[config.mk]
export PLATFORM = sky130hd
export DESIGN_NAME = instruction_prefetch_unit
export DESIGN_NICKNAME = d
export VERILOG_FILES = /design/src/rtl/instruction_prefetch_unit.sv
export SDC_FILE = /design/constraint.sdc
export NUM_CORES = 1
export LEC_CHECK = 0
export CAP_MARGIN = 20
export CORE_MARGIN = 2
export CORE_UTILIZATION = 40
export DETAILED_ROUTE_END_ITERATION = 12
export PLACE_DENSITY_LB_ADDON = 0.1
export REMOVE_ABC_BUFFERS = 1
export SKIP_CTS_REPAIR_TIMING = 1
export SLEW_MARGIN = 20
export SYNTH_ARGS = -nofsm -noshare
export SYNTH_HDL_FRONTEND = slang
export SYNTH_SLANG_ARGS = --single-unit
[constraint.sdc]
create_clock -name clk -period 9.5 [get_ports clk]
set_input_delay 1.425 -clock clk [delete_from_list [all_inputs] [get_ports clk]]
set_output_delay 1.425 -clock clk [all_outputs]
set_load 0.01 [all_outputs]
[src/rtl/instruction_prefetch_unit.sv]
// Fetch stage: owns the fetch PC, issues in-order word requests and queues the
// returned words (with address and exception info) for IF_ID in a DEPTH-entry buffer.
module instruction_prefetch_unit #(
    parameter int               XLEN     = 32,
    parameter int               DEPTH    = 4,
    parameter logic [XLEN-1:0]  RESET_PC = '0,
    parameter int               IALIGN   = 32
) (
    input  logic            clk,
    input  logic            rst_n,
    input  logic            redirect,
    input  logic [XLEN-1:0] redirect_pc,
    output logic            imem_req,
    output logic [XLEN-1:0] imem_addr,
    input  logic            imem_ready,
    input  logic            imem_rvalid,
    input  logic [XLEN-1:0] imem_rdata,
    input  logic            imem_err,
    output logic            if_valid,
    input  logic            if_ready,
    output logic [XLEN-1:0] instruction_addr_if,
    output logic [XLEN-1:0] instruction_if,
    output logic            exception_if,
    output logic [3:0]      exception_cause_if
);
    localparam int PW = $clog2(DEPTH);
    localparam int CW = PW + 1;
    // Outstanding responses can reach 2*DEPTH: DEPTH being dropped plus DEPTH new ones.
    localparam int OW = PW + 2;

    logic [XLEN-1:0] r_fetch_pc;
    logic [PW-1:0]   r_head, r_tail, r_fill;
    logic [CW-1:0]   r_count;
    logic [OW-1:0]   r_pending, r_drop;
    logic            r_halted;

    logic [DEPTH-1:0][XLEN-1:0] w_slot_addr, w_slot_data;
    logic [DEPTH-1:0]           w_slot_filled, w_slot_exc, w_slot_cause;

    logic            w_misaligned, w_space, w_accept, w_resp, w_fill, w_trunc;
    logic            w_reserve, w_exc_slot, w_pop;
    logic [OW-1:0]   w_pending_next;
    logic [CW-1:0]   w_trunc_cnt, w_count_next;

    assign w_misaligned = (IALIGN == 16) ? r_fetch_pc[0] : (r_fetch_pc[1:0] != 2'b00);
    assign w_space      = r_count < CW'(DEPTH);
    assign imem_req     = rst_n && !redirect && !r_halted && w_space && !w_misaligned;
    assign imem_addr    = r_fetch_pc;
    assign w_accept     = imem_req && imem_ready;
    assign w_resp       = imem_rvalid && (r_pending != '0);
    assign w_fill       = w_resp && (r_drop == '0) && !redirect;
    // A faulting response ends the stream: later reservations are released and their responses dropped.
    assign w_trunc      = w_fill && imem_err;
    assign w_reserve    = w_accept && !w_trunc;
    assign w_exc_slot   = rst_n && !redirect && !r_halted && w_space && w_misaligned;
    assign w_pop        = if_valid && if_ready && !redirect;

    assign w_pending_next = r_pending + OW'(w_accept) - OW'(w_resp);
    assign w_trunc_cnt    = w_trunc ? CW'(r_pending - OW'(1)) : '0;
    assign w_count_next   = r_count + CW'(w_reserve || w_exc_slot) - CW'(w_pop) - w_trunc_cnt;

    always_ff @(posedge clk) begin
        if (!rst_n) begin
            r_fetch_pc <= RESET_PC;
            r_head     <= '0;
            r_tail     <= '0;
            r_fill     <= '0;
            r_count    <= '0;
            r_pending  <= '0;
            r_drop     <= '0;
            r_halted   <= 1'b0;
        end else begin
            r_pending <= w_pending_next;
            if (redirect) begin
                r_fetch_pc <= redirect_pc;
                r_head     <= '0;
                r_tail     <= '0;
                r_fill     <= '0;
                r_count    <= '0;
                r_drop     <= w_pending_next;
                r_halted   <= 1'b0;
            end else begin
                if (w_accept)
                    r_fetch_pc <= r_fetch_pc + XLEN'(4);
                if (w_trunc)
                    r_tail <= r_fill + PW'(1);
                else if (w_reserve || w_exc_slot)
                    r_tail <= r_tail + PW'(1);
                if (w_fill || w_exc_slot)
                    r_fill <= r_fill + PW'(1);
                if (w_pop)
                    r_head <= r_head + PW'(1);
                if (w_trunc || w_exc_slot)
                    r_halted <= 1'b1;
                if (w_trunc)
                    r_drop <= w_pending_next;
                else if (w_resp && (r_drop != '0))
                    r_drop <= r_drop - OW'(1);
                r_count <= w_count_next;
            end
        end
    end

    for (genvar gi = 0; gi < DEPTH; gi++) begin : gen_slot
        logic [XLEN-1:0] r_addr, r_data;
        logic            r_filled, r_exc, r_cause;

        always_ff @(posedge clk) begin
            if (!rst_n) begin
                r_addr   <= '0;
                r_data   <= '0;
                r_filled <= 1'b0;
                r_exc    <= 1'b0;
                r_cause  <= 1'b0;
            end else if (redirect) begin
                r_filled <= 1'b0;
            end else begin
                if ((w_reserve || w_exc_slot) && (r_tail == PW'(gi))) begin
                    r_addr   <= r_fetch_pc;
                    r_data   <= '0;
                    r_filled <= w_exc_slot;
                    r_exc    <= w_exc_slot;
                    r_cause  <= 1'b0;
                end
                if (w_fill && (r_fill == PW'(gi))) begin
                    r_data   <= imem_err ? '0 : imem_rdata;
                    r_filled <= 1'b1;
                    r_exc    <= imem_err;
                    r_cause  <= imem_err;
                end
                if (w_pop && (r_head == PW'(gi)))
                    r_filled <= 1'b0;
            end
        end

        assign w_slot_addr[gi]   = r_addr;
        assign w_slot_data[gi]   = r_data;
        assign w_slot_filled[gi] = r_filled;
        assign w_slot_exc[gi]    = r_exc;
        assign w_slot_cause[gi]  = r_cause;
    end

    assign if_valid            = w_slot_filled[r_head];
    assign instruction_addr_if = if_valid ? w_slot_addr[r_head] : '0;
    assign instruction_if      = if_valid ? w_slot_data[r_head] : '0;
    assign exception_if        = if_valid && w_slot_exc[r_head];
    assign exception_cause_if  = {3'b000, if_valid && w_slot_cause[r_head]};

endmodule

# ---- Yosys cells after proc, flatten, opt, wreduce, memory -nomap -nowiden
# Index checks and enable logic that the tools add are counted.
dict set report word_totals {
  input_bits 71
  out_inout_bits 103
  ff_bits 318
}
dict set report op_classes {
  eq_ne 9
  add_sub_neg 11
  muxes 49
  n_lt_le_gt_ge 2
  n_bitwise 2
  n_reduce_logical 62
}
# cell count
set op_table {}
lappend op_table {{$mux 32} 15}
lappend op_table {{$bmux 32 s2} 2}
lappend op_table {{$add 32x3->32 const B} 1}
lappend op_table {{$logic_and 1x1->1} 28}
lappend op_table {{$mux 1} 23}
lappend op_table {{$reduce_and 2->1} 8}
lappend op_table {{$reduce_bool 2->1} 7}
lappend op_table {{$eq 2x2->1 const B} 6}
lappend op_table {{$mux 4} 3}
lappend op_table {{$reduce_or 3->1} 4}
lappend op_table {{$reduce_bool 4->1} 2}
lappend op_table {{$add 2x1->2 const B} 3}
lappend op_table {{$bmux 1 s2} 3}
lappend op_table {{$eq 2x1->1 const B} 3}
lappend op_table {{$logic_not 2->1} 3}
lappend op_table {{$add 4x1->4} 1}
lappend op_table {{$logic_not 1->1} 4}
lappend op_table {{$logic_not 4->1} 1}
lappend op_table {{$mux 2} 2}
lappend op_table {{$sub 4x1->4} 1}
lappend op_table {{$sub 4x1->4 const B} 1}
lappend op_table {{$add 3x1->3} 1}
lappend op_table {{$logic_or 1x1->1} 3}
lappend op_table {{$lt 2x3->1 const B} 1}
lappend op_table {{other kinds (8)} 9}

# ---- Depth between registers and ports, before layout
dict set report depth {
  word_depth 11
  mapped_depth 13
  depth_no_buf 12
}

# ---- Least setup slack after synthesis
# No wires, ideal clock.
dict set report synth_path {
  path_type {in2reg}
  from {input port redirect}
  to {register r_count[2]}
  setup_ns 0.128
  t_required_ns 9.372
  arrival_ns 3.874
  path_buffers 3
  path_slack_ns 5.498
  path_stages 13
  path_cell_list {buf_2 > inv_1 > clkbuf_1 > and4_1 > clkbuf_1 > nand2_1 > fa_1 > fa_1 > ha_1 > xor2_1 > xnor2_1 > xnor2_1 > nor2_1}
}
dict set report synth_via {
  elab_chain_cells 11
  elab_cells_between_ends 18
  classes_between {add/sub (3); mux (1); reduce/logical (14)}
}
# item line_no
set synth_lines {}
lappend synth_lines {{start, declared} 11} ;# input logic redirect,
lappend synth_lines {{$logic_not 1->1} -}
lappend synth_lines {{$logic_and 1x1->1 (3 in series)} {47, 55}}
lappend synth_lines {{$logic_and 1x1->1} 47} ;# assign imem_req = rst_n && !redirect && !r_halted && w_space && !w_misaligned;
lappend synth_lines {{$logic_and 1x1->1} 49} ;# assign w_accept = imem_req && imem_ready;
lappend synth_lines {{$logic_and 1x1->1} 54} ;# assign w_reserve = w_accept && !w_trunc;
lappend synth_lines {{$logic_or 1x1->1} 60} ;# assign w_count_next = r_count + CW'(w_reserve || w_exc_slot) - CW'(w_pop) - w_trunc_cnt;
lappend synth_lines {{$add 3x1->3} 60}
lappend synth_lines {{$sub 3x1->3} 60}
lappend synth_lines {{$sub 3x3->3} 60}
lappend synth_lines {{end signal, assigned} 99} ;# r_count <= w_count_next;
lappend synth_lines {{end, declared} 33} ;# logic [CW-1:0] r_count;
# Parallel ways exist; a longest one is shown, timed or not.
# A chain may end at the register's enable or synchronous reset.

# ---- Worst setup path in the final report
dict set report layout_path {
  from {input port redirect}
  to {register gen_slot[1].r_addr[11]}
}
dict set report layout_via {
  elab_chain_cells 10
  elab_cells_between_ends 15
  classes_between {bitwise (1); reduce/logical (14)}
}
# item line_no
set layout_lines {}
lappend layout_lines {{$logic_not 1->1} {47, 51, 55}}
lappend layout_lines {{$logic_and 1x1->1 (3 in series)} {47, 55}}
lappend layout_lines {{$logic_and 1x1->1} 47}
lappend layout_lines {{$logic_and 1x1->1} 49}
lappend layout_lines {{$logic_and 1x1->1} 54}
lappend layout_lines {{$logic_or 1x1->1} 118} ;# if ((w_reserve || w_exc_slot) && (r_tail == PW'(gi))) begin
lappend layout_lines {{$logic_and 1x1->1} 118}
lappend layout_lines {{$reduce_and 2->1 (no line) (*)} -}
lappend layout_lines {{end signal, assigned} 119} ;# r_addr <= r_fetch_pc;
lappend layout_lines {{end, declared} 105} ;# logic [XLEN-1:0] r_addr, r_data;
# Mark *: on every way between the ends. The rest lies on a longest branch, timed or not.

==> metrics.md <==
| Metric | Value |
|---|---|
| Status | finished, final reports clean |
| Row count | 69 |
| Initial DRC Count | 854 |
| Root buf cell | clkbuf_16 |
| Max-slew violations | 0 |
| Gr usage total | 0.2257 |
| Final core utilization | 0.4858 |
| Synth Cell Area | 14,570 µm² |
| Leak Pwr | 6.060 nW |
| RSZ-0062 raised after global routing | no |
| FF+latch count, synth | 318 |
| Hold WC Path Type | flip-flop to flip-flop |
| Leading cell types in the layout, fill and taps excluded | dfxtp_1 (316), clkdlybuf4s50_1 (169), nand2_1 (163), nand3_1 (146), a22o_1 (128) |
| EDFF count, synth | 0 |
| GR Util met1 | 0.3098 |
| Netlist cell types | 63 |
| P_int | 2.325 mW |
| Initial antenna violation count | 0 |
| WS Path Type | input pin to flip-flop |
| CP startpoint kind | input pin |
| Worst skew pair latency | 0.52 ns |
| Grt peak-use layer | met2 |
| Worst EP arrival | 5.92 ns |
| Cell mode on critical path | buf_4 |
| Grt met2 use | 0.3720 |
| CTS tree | built |
| PortBufs | 170 |
| Ys flop type | dfxtp_1 |
| Die height | 194.8 µm |
| First-pass DRT Iterations | 5 |
| Register area share after synthesis | 0.4370 |
| Post-DP HPWL | 26.06 mm |
| Final hold slack | 0.4467 ns |
| Clk sinks | 318 |
| Commonest non-fill, non-tap cell in the layout | dfxtp_1 |
| Crit-path max FO | 79 |
| Worst-path clk slew | 0.06 ns |
| Finished Cell Area | 17,360 µm² |
| Setup crit end kind | flip-flop |
| Htree depth | 2 |
| Met3 GRT Util | 0.03123 |
| Diodes inserted | 0 |
| DIE AREA | 37,960 µm² |
| Synth top area cells | dfxtp_1 (44%), mux4_2 (10%), a22o_1 (7.7%) |
| Core box area | 35,740 µm² |
| Final GP Congestion | 0.7953 |
| Final nets | 1,684 |
| Clock network power share | 0.422 |
| Total power | 3.167 mW |
| Max incr delay on CP | 0.83 ns |
| Cell Chain, Critical Path | clkdlybuf4s50_1 -> buf_4 -> inv_1 -> nand4_1 -> a21o_4 -> buf_4 -> and2_2 -> o21ai_0 |
| First-pass GRT wire length | 68.57 mm |
| Final hold violation count | 0 |
| Net Sw Frac | 0.2660 |
| Share of layout cells above drive strength 1 | 0.1050 |
| Gate power share | 0.128 |
| R2R Setup Slk | 5.50 ns |
| Least-Margin Pin Slew | 1.044 ns |
| Yosys top cell by area | dfxtp_1 |
| P_sw | 842.4 µW |
| Area Growth Syn to Fin | 19.19% |
| Initial core utilization | 0.4075 |
| Critical-path top delay cell | and2_2 |
| Via count | 11,870 |
| Number of vias per cell | 5.733 |
| Die Span X | 194.8 µm |
| DRT antenna net count | 0 |
| Synth top area share | 0.4370 |
| Setup TNS Final | 0 ns |
| Drt total wl | 43.38 mm |
| Power Density | 182.4 nW/µm² |
| Synthesized area per cell | 9.571 µm² |
| Peak VDD IR | 106.4 µV |
| Clock skew | 0.02387 ns |
| Clock buffer depth | 3 |
| CTS buffer count | 36 |
| WP data required | 9.85 ns |
| Max-slew headroom | 0.3037 |
| Vias in the first global route | 11,890 |
| MaxCap Viol Count | 0 |
| Max Clk Rate | 179.4 MHz |
| Fin crit share | 0.5869 |
| FFs w/ async S/R, synth | 0 |
| Largest net degree at the start of global routing | 80 |
| Remaining global-route overflow | 0 |
| Number of remaining DRC errors | 0 |
| Min Clock Period, post-route | 5.575 ns |
| I/O pin cnt | 174 |
| Placed cell area | 16,240 µm² |
| Cell count after synthesis | 1,522 |
| Setup violators final | 0 |
| Sequential share of power | 0.451 |
| Avg WL per Cell | 20.95 µm |
| Synth warn | 0 |
[kinds of logic (layout without fill, tap and decap cells)]
| family | count (synthesis) | in the layout | share of synthesized area |
|---|---|---|---|
| AOI/OAI and AO/OA | 376 | 376 | 0.1780 |
| xor gates and xnor gates | 16 | 16 | 0.009620 |
| adders and majority gates | 27 | 27 | 0.02474 |
| buffers and inverters | 190 | 276 | 0.06116 |
| DFF | 318 | 318 | 0.4370 |
| muxes | 74 | 74 | 0.1086 |
| other | 1 | 3 | 0.0002574 |
| and+or+nand+nor | 520 | 520 | 0.1806 |
[layout make-up]
cell class,count,area (µm²)
Multi-Input combinational cell,1016,7350
Timing Repair Buffer,190,1849
Clock inverter,10,50.05
Clock buffer,52,1072
Fill cell,3398,18380
Tap cell,461,576.8
Inverter,24,90.09
Sequential cell,318,6374
[through the flow]
stage | worst slack (ns) | cells
final | 3.925 | 2071
after global routing | 3.552 | 2071
after CTS | 3.951 | 2071
after detailed placement | 3.389 | 2009
after global placement | 3.504 | 2009
after floorplan | 4.089 | 1358
[power by group through the flow]
| stage | Clock (mW) | Sequential (mW) | Combinational (mW) |
|---|---|---|---|
| floorplan | 0 | 1.45 | 0.232 |
| global placement | 0 | 1.45 | 0.402 |
| detailed placement | 0 | 1.45 | 0.405 |
| CTS | 1.36 | 1.43 | 0.407 |
| global route | 1.42 | 1.43 | 0.450 |
| finish | 1.34 | 1.43 | 0.404 |
[layer usage]
metal | wire length [µm] | part of all wire
met4 | 999 | 0.023
met1 | 19930 | 0.46
met2 | 20170 | 0.47
met3 | 2280 | 0.053
met5 | 0 | 0
[state kept, by name, indices dropped and copies added (netlist names)]
signal             cells
gen_slot.r_addr      128
gen_slot.r_cause       4
gen_slot.r_data      128
gen_slot.r_exc         4
gen_slot.r_filled      4
imem_addr             32
r_count                3
r_drop                 4
r_fill                 2
r_halted               1
r_head                 2
r_pending              4
r_tail                 2
[worst max-delay path, delay by kind of cell]
kind,cells,cell delay [ns]
buf+inv,4,2.17
compound gates,2,0.83
simple gates,2,1.44
[path summary, 6_finish.rpt]
path | start | endpoint | cells past startpoint
worst min-delay path | gen_slot[0].r_addr[8] | gen_slot[0].r_addr[8] | 2
worst max-delay path | redirect | gen_slot[1].r_addr[11] | 8
worst max register to register | r_halted | gen_slot[1].r_addr[11] | 6
worst min register to register | gen_slot[0].r_addr[8] | gen_slot[0].r_addr[8] | 2
[cell usage after synthesis (5+ instances only)]
library cell / number
dfxtp_1: 318
nand2_1: 163
nand3_1: 146
a22o_1: 128
clkbuf_1: 101
o21ai_0: 101
and2_1: 83
mux4_2: 67
o21ai_1: 44
a21oi_1: 34
nor2_1: 34
nor2b_1: 32
buf_2: 27
ha_1: 24
inv_1: 24
nand4_1: 16
a31oi_1: 12
and3_1: 12
buf_6: 11
a211oi_1: 10
buf_1: 10
xor2_1: 10
nor3_1: 9
a221oi_1: 8
buf_4: 8
clkbuf_2: 7
o31a_1: 6
xnor2_1: 6
mux2i_1: 5
o22ai_1: 5
or4_1: 5
(Power assumes the default switching activity.)
